### config.mk
export PLATFORM = sky130hd
export DESIGN_NAME = fetch_stage
export DESIGN_NICKNAME = d
export VERILOG_FILES = /design/src/rtl/fetch_stage_pkg.sv /design/src/rtl/fetch_skid_buf.sv /design/src/rtl/fetch_stage.sv
export SDC_FILE = /design/constraint.sdc
export NUM_CORES = 1
export LEC_CHECK = 0
export CORE_MARGIN = 3
export CORE_UTILIZATION = 51
export DETAILED_ROUTE_END_ITERATION = 10
export PLACE_DENSITY = 0.8
export SETUP_SLACK_MARGIN = 0.02
export SYNTH_ARGS = -nofsm -noshare
export SYNTH_HDL_FRONTEND = slang
export SYNTH_SLANG_ARGS = --single-unit
export TNS_END_PERCENT = 1
### constraint.sdc
create_clock -name clk -period 2.4 [get_ports clk]
set_input_delay 0.48 -clock clk [delete_from_list [all_inputs] [get_ports clk]]
set_output_delay 0.48 -clock clk [all_outputs]
set_load 0.01 [all_outputs]
### src/rtl/fetch_stage_pkg.sv
// Shared fetch/decode definitions: FSM state encoding, default PC width and
// the opcode field bounds inside a 32-bit instruction word.
package fetch_stage_pkg;

    localparam int PC_W_DEFAULT = 9;
    localparam int OPC_HI       = 6;
    localparam int OPC_LO       = 0;

    typedef enum logic [1:0] {
        ST_FETCH = 2'd0,
        ST_HOLD  = 2'd1,
        ST_DRAIN = 2'd2
    } fetch_state_t;

endpackage

### src/rtl/fetch_skid_buf.sv
// One-entry skid buffer {valid, pc, instr} that catches a fetch response
// arriving while decode is stalled.
module fetch_skid_buf
    import fetch_stage_pkg::*;
#(
    parameter int PC_W = PC_W_DEFAULT
) (
    input  logic            clk,
    input  logic            reset,
    input  logic            i_wr,
    input  logic            i_clr,
    input  logic [PC_W-1:0] i_pc,
    input  logic [31:0]     i_instr,
    output logic            o_valid,
    output logic [PC_W-1:0] o_pc,
    output logic [31:0]     o_instr
);

    logic            r_valid;
    logic [PC_W-1:0] r_pc;
    logic [31:0]     r_instr;

    always_ff @(posedge clk) begin
        if (reset) begin
            r_valid <= 1'b0;
            r_pc    <= '0;
            r_instr <= '0;
        end else if (i_wr) begin
            r_valid <= 1'b1;
            r_pc    <= i_pc;
            r_instr <= i_instr;
        end else if (i_clr) begin
            r_valid <= 1'b0;
        end
    end

    assign o_valid = r_valid;
    assign o_pc    = r_pc;
    assign o_instr = r_instr;

endmodule

### src/rtl/fetch_stage.sv
// Instruction fetch stage: drives instruction memory, fills the IF/ID register,
// parks a response in a skid buffer under stall, and drains stale requests on redirect.
module fetch_stage
    import fetch_stage_pkg::*;
#(
    parameter int PC_W = PC_W_DEFAULT
) (
    input  logic            clk,
    input  logic            reset,
    output logic            imem_req,
    output logic [PC_W-1:0] imem_addr,
    input  logic            imem_ack,
    input  logic [31:0]     imem_rdata,
    input  logic            stall,
    input  logic            redirect,
    input  logic [PC_W-1:0] redirect_pc,
    output logic            if_valid,
    output logic [PC_W-1:0] if_pc,
    output logic [31:0]     if_instr,
    output logic [6:0]      if_opcode
);

    fetch_state_t    r_state;
    logic [PC_W-1:0] r_pc;
    logic [PC_W-1:0] r_target;
    logic            r_if_valid;
    logic [PC_W-1:0] r_if_pc;
    logic [31:0]     r_if_instr;

    logic            w_slot_free;
    logic [PC_W-1:0] w_pc_inc;
    logic            w_skid_wr;
    logic            w_skid_clr;
    logic            w_skid_valid;
    logic [PC_W-1:0] w_skid_pc;
    logic [31:0]     w_skid_instr;

    assign w_slot_free = !r_if_valid || !stall;
    assign w_pc_inc    = r_pc + PC_W'(4);
    assign w_skid_wr   = (r_state == ST_FETCH) && imem_ack && !redirect && !w_slot_free;
    assign w_skid_clr  = redirect || ((r_state == ST_HOLD) && !stall);

    fetch_skid_buf #(.PC_W(PC_W)) u_skid (
        .clk     (clk),
        .reset   (reset),
        .i_wr    (w_skid_wr),
        .i_clr   (w_skid_clr),
        .i_pc    (r_pc),
        .i_instr (imem_rdata),
        .o_valid (w_skid_valid),
        .o_pc    (w_skid_pc),
        .o_instr (w_skid_instr)
    );

    // r_pc is left on the abandoned address during DRAIN, so it serves both states.
    assign imem_req  = !reset && (r_state != ST_HOLD);
    assign imem_addr = r_pc;

    always_ff @(posedge clk) begin
        if (reset) begin
            r_state    <= ST_FETCH;
            r_pc       <= '0;
            r_target   <= '0;
            r_if_valid <= 1'b0;
            r_if_pc    <= '0;
            r_if_instr <= '0;
        end else begin
            case (r_state)
                ST_FETCH: begin
                    if (redirect) begin
                        r_if_valid <= 1'b0;
                        if (imem_ack) begin
                            r_pc <= redirect_pc;
                        end else begin
                            r_target <= redirect_pc;
                            r_state  <= ST_DRAIN;
                        end
                    end else if (imem_ack) begin
                        r_pc <= w_pc_inc;
                        if (w_slot_free) begin
                            r_if_valid <= 1'b1;
                            r_if_pc    <= r_pc;
                            r_if_instr <= imem_rdata;
                        end else begin
                            r_state <= ST_HOLD;
                        end
                    end else if (!stall) begin
                        r_if_valid <= 1'b0;
                    end
                end
                ST_HOLD: begin
                    if (redirect) begin
                        r_if_valid <= 1'b0;
                        r_pc       <= redirect_pc;
                        r_state    <= ST_FETCH;
                    end else if (!stall) begin
                        r_if_valid <= w_skid_valid;
                        r_if_pc    <= w_skid_pc;
                        r_if_instr <= w_skid_instr;
                        r_state    <= ST_FETCH;
                    end
                end
                ST_DRAIN: begin
                    r_if_valid <= 1'b0;
                    if (imem_ack) begin
                        r_pc    <= redirect ? redirect_pc : r_target;
                        r_state <= ST_FETCH;
                    end else if (redirect) begin
                        r_target <= redirect_pc;
                    end
                end
                default: r_state <= ST_FETCH;
            endcase
        end
    end

    assign if_valid  = r_if_valid;
    assign if_pc     = r_if_pc;
    assign if_instr  = r_if_instr;
    assign if_opcode = r_if_instr[OPC_HI:OPC_LO];

endmodule

After elaboration in Yosys (flattened, before gate mapping)

Index checks and enable logic that the tools add are counted.

$add $sub $neg: 1
Eq/ne operators: 19
Multiplexer cells: 40
Reductions and logical operators: 22

Operators with widths:

| cell                                                                     | number |
|---|---|
| 32-bit 2-to-1 mux                                                        | 5 |
| 9-bit 2-to-1 mux                                                         | 14 |
| 32-bit case mux with 2 select lines                                      | 1 |
| 9-bit case mux with 2 select lines                                       | 2 |
| 9-bit case mux with 3 select lines                                       | 1 |
| 2-bit inequality test (second input constant)                            | 10 |
| 2-bit 2-to-1 mux                                                         | 7 |
| 3-bit inequality test (second input constant)                            | 4 |
| 4-bit AND reduction                                                      | 3 |
| 9-bit by 3-bit adder with 9-bit output (second input constant)           | 1 |
| 1-bit 2-to-1 mux                                                         | 8 |
| 4-bit inequality test (second input constant)                            | 2 |
| 2-bit case mux with 3 select lines                                       | 1 |
| 6-bit AND reduction                                                      | 1 |
| 2-bit nonzero test                                                       | 3 |
| 1-bit logical AND                                                        | 5 |
| 1-bit logical NOT                                                        | 5 |
| 5-bit AND reduction                                                      | 1 |
| 1-bit case mux with 3 select lines                                       | 1 |
| 3-bit nonzero test                                                       | 1 |
| 2-bit by 1-bit equality test with 1-bit output (second input constant)   | 1 |
| 2-bit equality test (second input constant)                              | 1 |
| 2-bit logical NOT                                                        | 1 |
| 1-bit logical OR                                                         | 2 |
| 2-bit by 1-bit inequality test with 1-bit output (second input constant) | 1 |

Register bits: 104
Input port bits: 46
Output and inout port bits: 59

Depth between registers and ports, before layout

Gate-level depths: netlist of run 1.

Word-level depth: 6
Mapped depth: 9
Depth with buffers taken out: 6

By module

From an unflattened synthesis of run 1, not the netlist that was laid out.

Cell total of the unflattened synthesis: 502
Area, all modules: 5034.8 um^2

Modules (own cells, without submodules):

| module         | instances | cells an instance | area an instance (um^2) | seq. area each (um^2) |
|---|---|---|---|---|
| fetch_stage    | 1         | 365               | 3499.6                  | 1241.2 |
| fetch_skid_buf | 1         | 137               | 1535.2                  | 840.8 |

Worst setup path after synthesis of run 1

No wires, ideal clock.

Path type: reg-to-reg
From: register r_state[1]
To: register r_pc[0], in the netlist imem_addr[0]
Setup time: 0.123 ns
Arrival time: 1.684 ns
Slack: 0.593 ns
Cell stages (with the launch flop): 8
Buffers on the path: 1
Period minus slack after synthesis: 1.807 ns
Cells stage by stage: dfxtp_1 -> inv_1 -> ha_1 -> buf_2 -> o21bai_1 -> a221o_1 -> a221oi_1 -> nor2_1

Cells in the longest elaborated chain, start to end: 3
Elaborated cells between the ends (all ways): 9
Classes of those cells: eq/ne: 5; mux: 1; reduce/logical: 3

Ends and longest elaborated chain:

| element                                                                      | RTL line          | text |
|---|---|---|
| from (decl)                                                                  | fetch_stage.sv:23 | `fetch_state_t r_state;` |
| from (signal assigned)                                                       | fetch_stage.sv:61 | `r_state <= ST_FETCH;` |
| from (signal assigned)                                                       | fetch_stage.sv:76 | `r_state <= ST_DRAIN;` |
| from (signal assigned)                                                       | fetch_stage.sv:85 | `r_state <= ST_HOLD;` |
| 2-bit by 1-bit equality test with 1-bit output (tied with other cells)       | fetch_stage.sv:68 | `case (r_state)` |
| 2-bit inequality test (no source line) or 3-bit nonzero test (tied branches) | n/a               |  |
| 4-bit AND reduction (no source line)                                         | n/a               |  |
| to (signal assigned)                                                         | fetch_stage.sv:73 | `r_pc <= redirect_pc;` |
| to (signal assigned)                                                         | fetch_stage.sv:79 | `r_pc <= w_pc_inc;` |
| to (signal assigned)                                                         | fetch_stage.sv:94 | `r_pc <= redirect_pc;` |
| to (decl)                                                                    | fetch_stage.sv:24 | `logic [PC_W-1:0] r_pc;` |

Parallel ways exist; a longest one is shown, timed or not.
A chain may end at the register's enable or synchronous reset.

Worst setup path in the final report of run 1

From: register r_state[1]
To: output port imem_req

Cells in the longest elaborated chain, start to end: 2

Ends and longest elaborated chain:

| element                                          | RTL line          | text |
|---|---|---|
| 2-bit by 1-bit inequality test with 1-bit output | fetch_stage.sv:56 | `assign imem_req = !reset && (r_state != ST_HOLD);` |
| 1-bit logical AND                                | fetch_stage.sv:56 |  |
| to (decl)                                        | fetch_stage.sv:10 | `output logic imem_req,` |

No other way between the ends.

==> qor.txt, run 1 <==
Outcome - completed
Hold Vio Cnt, Final - 0
Top routing layer used - met4
Setup Fix Bufs, Post-CTS - 0
CORE AREA - 9371 µm²
# diodes - 0
Post-CTS Resized - 2
DRC - 0
Library cells used by synthesis - 46
Die height - 104.8 µm
Routed wl met2 - 6373 µm
Commonest cells after routing, fill and taps aside - dfxtp_1 (103), clkdlybuf4s50_1 (102), nand2_1 (101)
Area grow syn2layout - 25.79%
Wl on met1 - 5739 µm
Vias in the first global route - 4451
Number of port buffers - 104
Crit path from - r_state[1]$_SDFFE_PP0P_
Worst-Skew Late Latency - 380 ps
Initial antenna violation count - 0
Chip width - 104.8 µm
Max-slew violation count - 0
Largest net degree at the start of global routing - 56
Routed vias/inst - 5.695
Hold Crit Class - flop to flop
Power per cell area - 743.8 nW/µm²
NumNets Final - 686
Commonest non-fill, non-tap cell in the layout - dfxtp_1
Post-CTS Hold Fix Bufs - 0
Final GP Congestion - 0.8192
Hold WS - 461.9 ps
Worst Reg2Reg Path Length in Cells - 6
Hold Crit Depth - 2
First-pass GRT wire length - 21560 µm
Hold endpoint - u_skid.o_instr[13]$_SDFFE_PP0P_
Final TNS setup - 0 ps
Share of post-route cells with drive strength above 1 - 13.95%
Sequential power share - 43.9%
Placement row count - 35
DR WL/cell - 16.98 µm
Dpl cell area - 6067 µm²
Max cap viols - 0
WS Path Type - flop to output port
Async set or reset register ratio after synthesis - 0%
Post-synth net total - 606
RR Startpoint - r_state[0]$_SDFFE_PP0P_
Clk buf depth - 2
Worst hold start - u_skid.o_instr[13]$_SDFFE_PP0P_
CP arrival - 1630 ps
Met3 Wirelength - 698 µm
Final instance area - 6261 µm²
Crit-path max FO - 7
Final core occ - 66.81%
Switching Fraction - 34.27%
Post-synth EDFFs - 0
Pint - 3061 µW
Worst R2R Setup Slack - 330 ps
Final worst-path cycle share - 88.00%
H-tree Lvls - 3
Slew at the pin closest to its max-slew limit - 719.0 ps
# setup viols final - 0
Mapped Avg Cell Area - 9.000 µm²
Routed Antenna Nets - 0
TritonRoute pass-1 iters - 5
Crit end category - output port
Max VDD drop - 0.4046 mV
Comb power frac - 32.5%
GRT Util Overall - 23.47%
Final Non-Filler Cells - 767
Nature of the critical path startpoint - flop
Worst R2R End - imem_addr[8]$_SDFFE_PP0P_
Initial Utilization - 53.11%
GRT overflow - 0
Slew headroom - 52.07%
CTS clk-pin slew, worst paths - 110 ps
Clock Tree Root - clkbuf_8
Die Footprint - 10980 µm²
Clock share of power - 23.6%
Worst path required time - 1920 ps
Cells after synthesis - 553
CTS tree - yes
Lkg Pwr - 0.002078 µW
Initial DRC Count - 235
Syn. warnings - 0
Worst Skew - 13.13 ps
Drt total wl - 13020 µm
Switching pwr - 1596 µW
RSZ-0062 raised after global routing - no
CTS Buf Count - 9
Clk sinks - 104
DR vias - 4368
Final Critical Period - 2112 ps
Dpl cells - 751
Yosys reg bits - 104
Detailed Place HPWL - 8897 µm
Ys flop type - dfxtp_1
Achievable Freq - 473.5 MHz
Seq/Total Area, Yosys - 41.83%
Post-Syn Area - 4977 µm²
IO Pins - 105
worst max-delay path by stage:
stage	endpoint	slack (ps)	cells after the start
after CTS	imem_req	300	4
after detailed placement	if_instr[20]$_SDFFE_PP0P_	170	6
after floorplan	imem_addr[0]$_SDFFE_PP0P_	590	7
after global routing	r_target[8]$_SDFFE_PP0P_	150	6
final	imem_req	290	4
after global placement	if_instr[27]$_SDFFE_PP0P_	270	6
synth_stat cells (2+ instances only):
library cell	number	area share (%)
a21oi_1	90	9.0
nor2_1	18	1.4
nand2b_1	6	0.75
nor3_1	3	0.30
clkbuf_1	20	1.5
o21a_1	2	0.30
o211ai_1	4	0.60
a221oi_1	6	1.1
ha_1	7	1.8
buf_6	4	0.90
o32ai_1	2	0.35
dfxtp_1	104	42
o21ai_0	13	1.3
buf_4	8	1.2
a31oi_1	3	0.38
buf_2	21	2.1
mux2_2	3	0.68
inv_1	9	0.68
a211oi_2	40	10
a221o_1	2	0.40
nand2_1	101	7.6
nor2b_1	2	0.25
a211oi_1	3	0.45
mux2i_1	52	10
o31ai_1	2	0.30
nand3_1	8	0.80
power by group through the flow:
stage	clock, µW	combinational, µW	sequential, µW
after floorplan	0	874	2100
after global placement	0	1470	2070
after detailed placement	0	1510	2070
after CTS	1100	1520	2040
after global routing	1180	1630	2060
final	1100	1510	2040
flip-flops by register name, summed over array words and instances (netlist names):
signal	flops
if_instr	32
if_pc	9
r_state	2
r_target	9
imem_addr	9
u_skid.o_valid	1
if_valid	1
u_skid.o_pc	9
u_skid.o_instr	32
final cells by class:
class / instances / area, µm²
well taps: 129 / 161.4
multi-input cells: 385 / 2580
clock buffers: 10 / 137.6
repair buffers: 123 / 1205
flip-flops and latches: 104 / 2083
inverters: 10 / 37.54
fillers: 799 / 3110
clock inverters: 6 / 56.30
stage by stage:
stage	power, µW	setup WS (ps)
2_1_floorplan	2976	592.7
3_3_place_gp	3541	268.8
3_5_place_dp	3585	171.5
4_1_cts	4658	299.9
5_1_grt	4873	149.7
6_report	4657	288.0
critical path, stage by stage (launching register included):
cell and delay [ps]:
dfxtp_2 400, inv_1 130, ha_1 220, nor2_1 200
dlygate4sd2_1 310
kinds of logic (layout without fill, tap and decap cells):
logic type	after synthesis	in the layout	share of synthesized area (%)
buf+inv	64	149	6.561
xor+xnor	1	1	0.1760
compound gates	178	178	26.62
simple gates	144	144	11.92
flops	104	104	41.83
fa+ha+maj	7	7	1.760
mux	55	55	11.14
per-layer routing:
metal / global-route usage [%] / up-vias
met5: 0 / -
met4: 7.966 / 0
met3: 3.335 / 22
met2: 39.51 / 133
met1: 30.90 / 2099
li1: - / 2114
Note: power is estimated with default switching activity, not from simulation.
==> run 2: changes to the inputs <==
==> constraint.sdc (replaced) <==
create_clock -name clk -period 2.05 [get_ports clk]
set_input_delay 0.41 -clock clk [delete_from_list [all_inputs] [get_ports clk]]
set_output_delay 0.41 -clock clk [all_outputs]
set_load 0.01 [all_outputs]
==> qor.txt, run 2 (synthesis results as in run 1) <==
Final instance area - 6415 µm² (was 6261 µm²)
Clock Tree Root - clkbuf_8 (unchanged)
Hold Vio Cnt, Final - 0 (unchanged)
WS Path Type - flop to output port (unchanged)
DR WL/cell - 16.51 µm (was 16.98 µm)
CTS clk-pin slew, worst paths - 100 ps (was 110 ps)
CORE AREA - 9371 µm² (unchanged)
Nature of the critical path startpoint - flop (unchanged)
Commonest cells after routing, fill and taps aside - dfxtp_1 (103), clkdlybuf4s50_1 (102), nand2_1 (101) (unchanged)
Crit-path max FO - 5 (was 7)
Drt total wl - 12830 µm (was 13020 µm)
Post-CTS Hold Fix Bufs - 0 (unchanged)
Max incr delay on CP - 350 ps (was 400 ps)
Achievable Freq - 512.5 MHz
Switching pwr - 1813 µW (was 1596 µW)
Number of port buffers - 104 (unchanged)
Max VDD drop - 0.4068 mV (was 0.4046 mV)
Lkg Pwr - 0.002141 µW (was 0.002078 µW)
Slew headroom - 46.35% (was 52.07%)
# setup viols final - 0 (unchanged)
Die height - 104.8 µm (unchanged)
Initial antenna violation count - 0 (unchanged)
Crit end category - output port (unchanged)
Commonest non-fill, non-tap cell in the layout - dfxtp_1 (unchanged)
Detailed Place HPWL - 8782 µm (was 8897 µm)
Hold Crit Class - flop to flop (unchanged)
Area grow syn2layout - 28.88% (was 25.79%)
First-pass GRT wire length - 21050 µm (was 21560 µm)
Slew at the pin closest to its max-slew limit - 804.7 ps (was 719.0 ps)
CTS tree - yes (unchanged)
Sequential power share - 43.8% (was 43.9%)
IO Pins - 105 (unchanged)
Outcome - completed (unchanged)
Worst Path Buf+Inv - 2 (unchanged)
Final GP Congestion - 0.8551 (was 0.8192)
DR vias - 4350 (was 4368)
Final worst-path cycle share - 95.17%
Clk buf depth - 2 (unchanged)
Worst Skew - 9.937 ps (was 13.13 ps)
Pint - 3630 µW (was 3061 µW)
Max-slew violation count - 0 (unchanged)
Critical path's slowest cell - dfxtp_1 (was dfxtp_2)
Final Critical Period - 1951 ps
Switching Fraction - 33.30% (was 34.27%)
Final core occ - 68.45% (was 66.81%)
Worst path required time - 1640 ps (was 1920 ps)
Register Area - 2083 µm² (unchanged)
Die Footprint - 10980 µm² (unchanged)
Chip width - 104.8 µm (unchanged)
DP Worst Slack - -17.66 ps (was 171.5 ps)
NumNets Final - 696 (was 686)
Vias in the first global route - 4347 (was 4451)
Fill cells - 781 (was 799)
Initial Utilization - 53.11% (unchanged)
RSZ-0062 raised after global routing - yes (was no)
Routed vias/inst - 5.598 (was 5.695)
Share of post-route cells with drive strength above 1 - 15.90% (was 13.95%)
PnR worst setup slack - 98.93 ps (was 288.0 ps)
Max cap viols - 0 (unchanged)
Comb power frac - 34.2% (was 32.5%)
Footprint of the multi-input gates - 2601 µm² (was 2580 µm²)
CP arrival - 1540 ps (was 1630 ps)
Power per cell area - 848.4 nW/µm² (was 743.8 nW/µm²)
GRT Util Overall - 22.83% (was 23.47%)
Routed Antenna Nets - 0 (unchanged)
Initial DRC Count - 255 (was 235)
TritonRoute pass-1 iters - 5 (unchanged)
DRC - 0 (unchanged)
Clock share of power - 22.0% (was 23.6%)
Dominant delay contributor by cell family on the critical path - buffers and inverters (unchanged)
Dpl cell area - 6205 µm² (was 6067 µm²)
Worst-Skew Late Latency - 350 ps (was 380 ps)
Critical path cell sequence - inv_1 > ha_1 > nor2_2 > clkdlybuf4s15_1 (was inv_1 > ha_1 > nor2_1 > dlygate4sd2_1)
# diodes - 0 (unchanged)
CTS Buf Count - 9 (unchanged)
Largest net degree at the start of global routing - 64 (was 56)
Hold WS - 461.0 ps (was 461.9 ps)
H-tree Lvls - 3 (unchanged)
Placement row count - 35 (unchanged)
Clk sinks - 104 (unchanged)
GRT overflow - 0 (unchanged)
==> run 2: changes by cell type in the layout (fill, tap and decap cells not counted), sizes merged <==
| cell | delta |
|---|---|
| buf | +10 |
| clkinv | +2 |
| inv | -3 |
| dlygate4sd2 | -1 |
| clkinvlp | +1 |
| clkdlybuf4s15 | +1 |
==> run 2: worst register-to-register path, delay by kind of cell (launching register included) <==
| kind | cells | cell delay (ps) |
|---|---|---|
| buf+inv | 3 | 660 |
| compound gates | 3 | 540 |
| flops | 1 | 350 |
| fa+ha+maj | 1 | 260 |
==> run 2: worst paths after layout <==
check,startpoint,to,slack (ps),depth (start not counted)
min reg2reg,u_skid.o_instr[11]$_SDFFE_PP0P_,u_skid.o_instr[11]$_SDFFE_PP0P_,460,2
max reg2reg,r_state[1]$_SDFFE_PP0P_,if_instr[22]$_SDFFE_PP0P_,160,7
min,u_skid.o_instr[11]$_SDFFE_PP0P_,u_skid.o_instr[11]$_SDFFE_PP0P_,460,2
max,r_state[1]$_SDFFE_PP0P_,imem_req,100,4
==> run 2: cell type report <==
type | count | area share [%]
clock buffers | 10 | 2.146
well taps | 129 | 2.516
repair buffers | 133 | 20.95
multi-input cells | 385 | 40.55
clock inverters | 6 | 0.7802
inverters | 10 | 0.5851
flip-flops and latches | 104 | 32.48
==> run 2: metrics by stage <==
| stage | setup TNS [ps] | std cells | power [µW] |
|---|---|---|---|
| floorplan | 0 | 553 | 3484 |
| global placement | 0 | 761 | 4216 |
| detailed placement | -17.66 | 761 | 4265 |
| CTS | 0 | 777 | 5454 |
| global route | 0 | 777 | 5718 |
| finish | 0 | 777 | 5442 |
==> run 2: timing repair <==
action	in CTS	in global routing
cloned	0	0
buffers inserted	0	0
setup endpoints to repair	1	17
endpoints found under the hold margin	0	0
gates resized for setup	2	5
==> run 2: layer usage <==
layer / routed length, µm / part of all wire [%] / up-vias / track usage, %
met5: 0 / 0 / - / 0
met4: 109 / 0.85 / 0 / 7.404
met3: 640 / 5.0 / 11 / 3.335
met2: 6413 / 50 / 127 / 38.41
met1: 5663 / 44 / 2080 / 30.14
li1: - / - / 2132 / -
==> run 2: power by group through the flow <==
stage / clock, µW / sequential [µW] / combinational [µW]
4_1_cts: 1220 / 2380 / 1850
3_5_place_dp: 0 / 2420 / 1840
6_report: 1200 / 2380 / 1860
5_1_grt: 1320 / 2410 / 1990
2_1_floorplan: 0 / 2460 / 1020
3_3_place_gp: 0 / 2420 / 1800
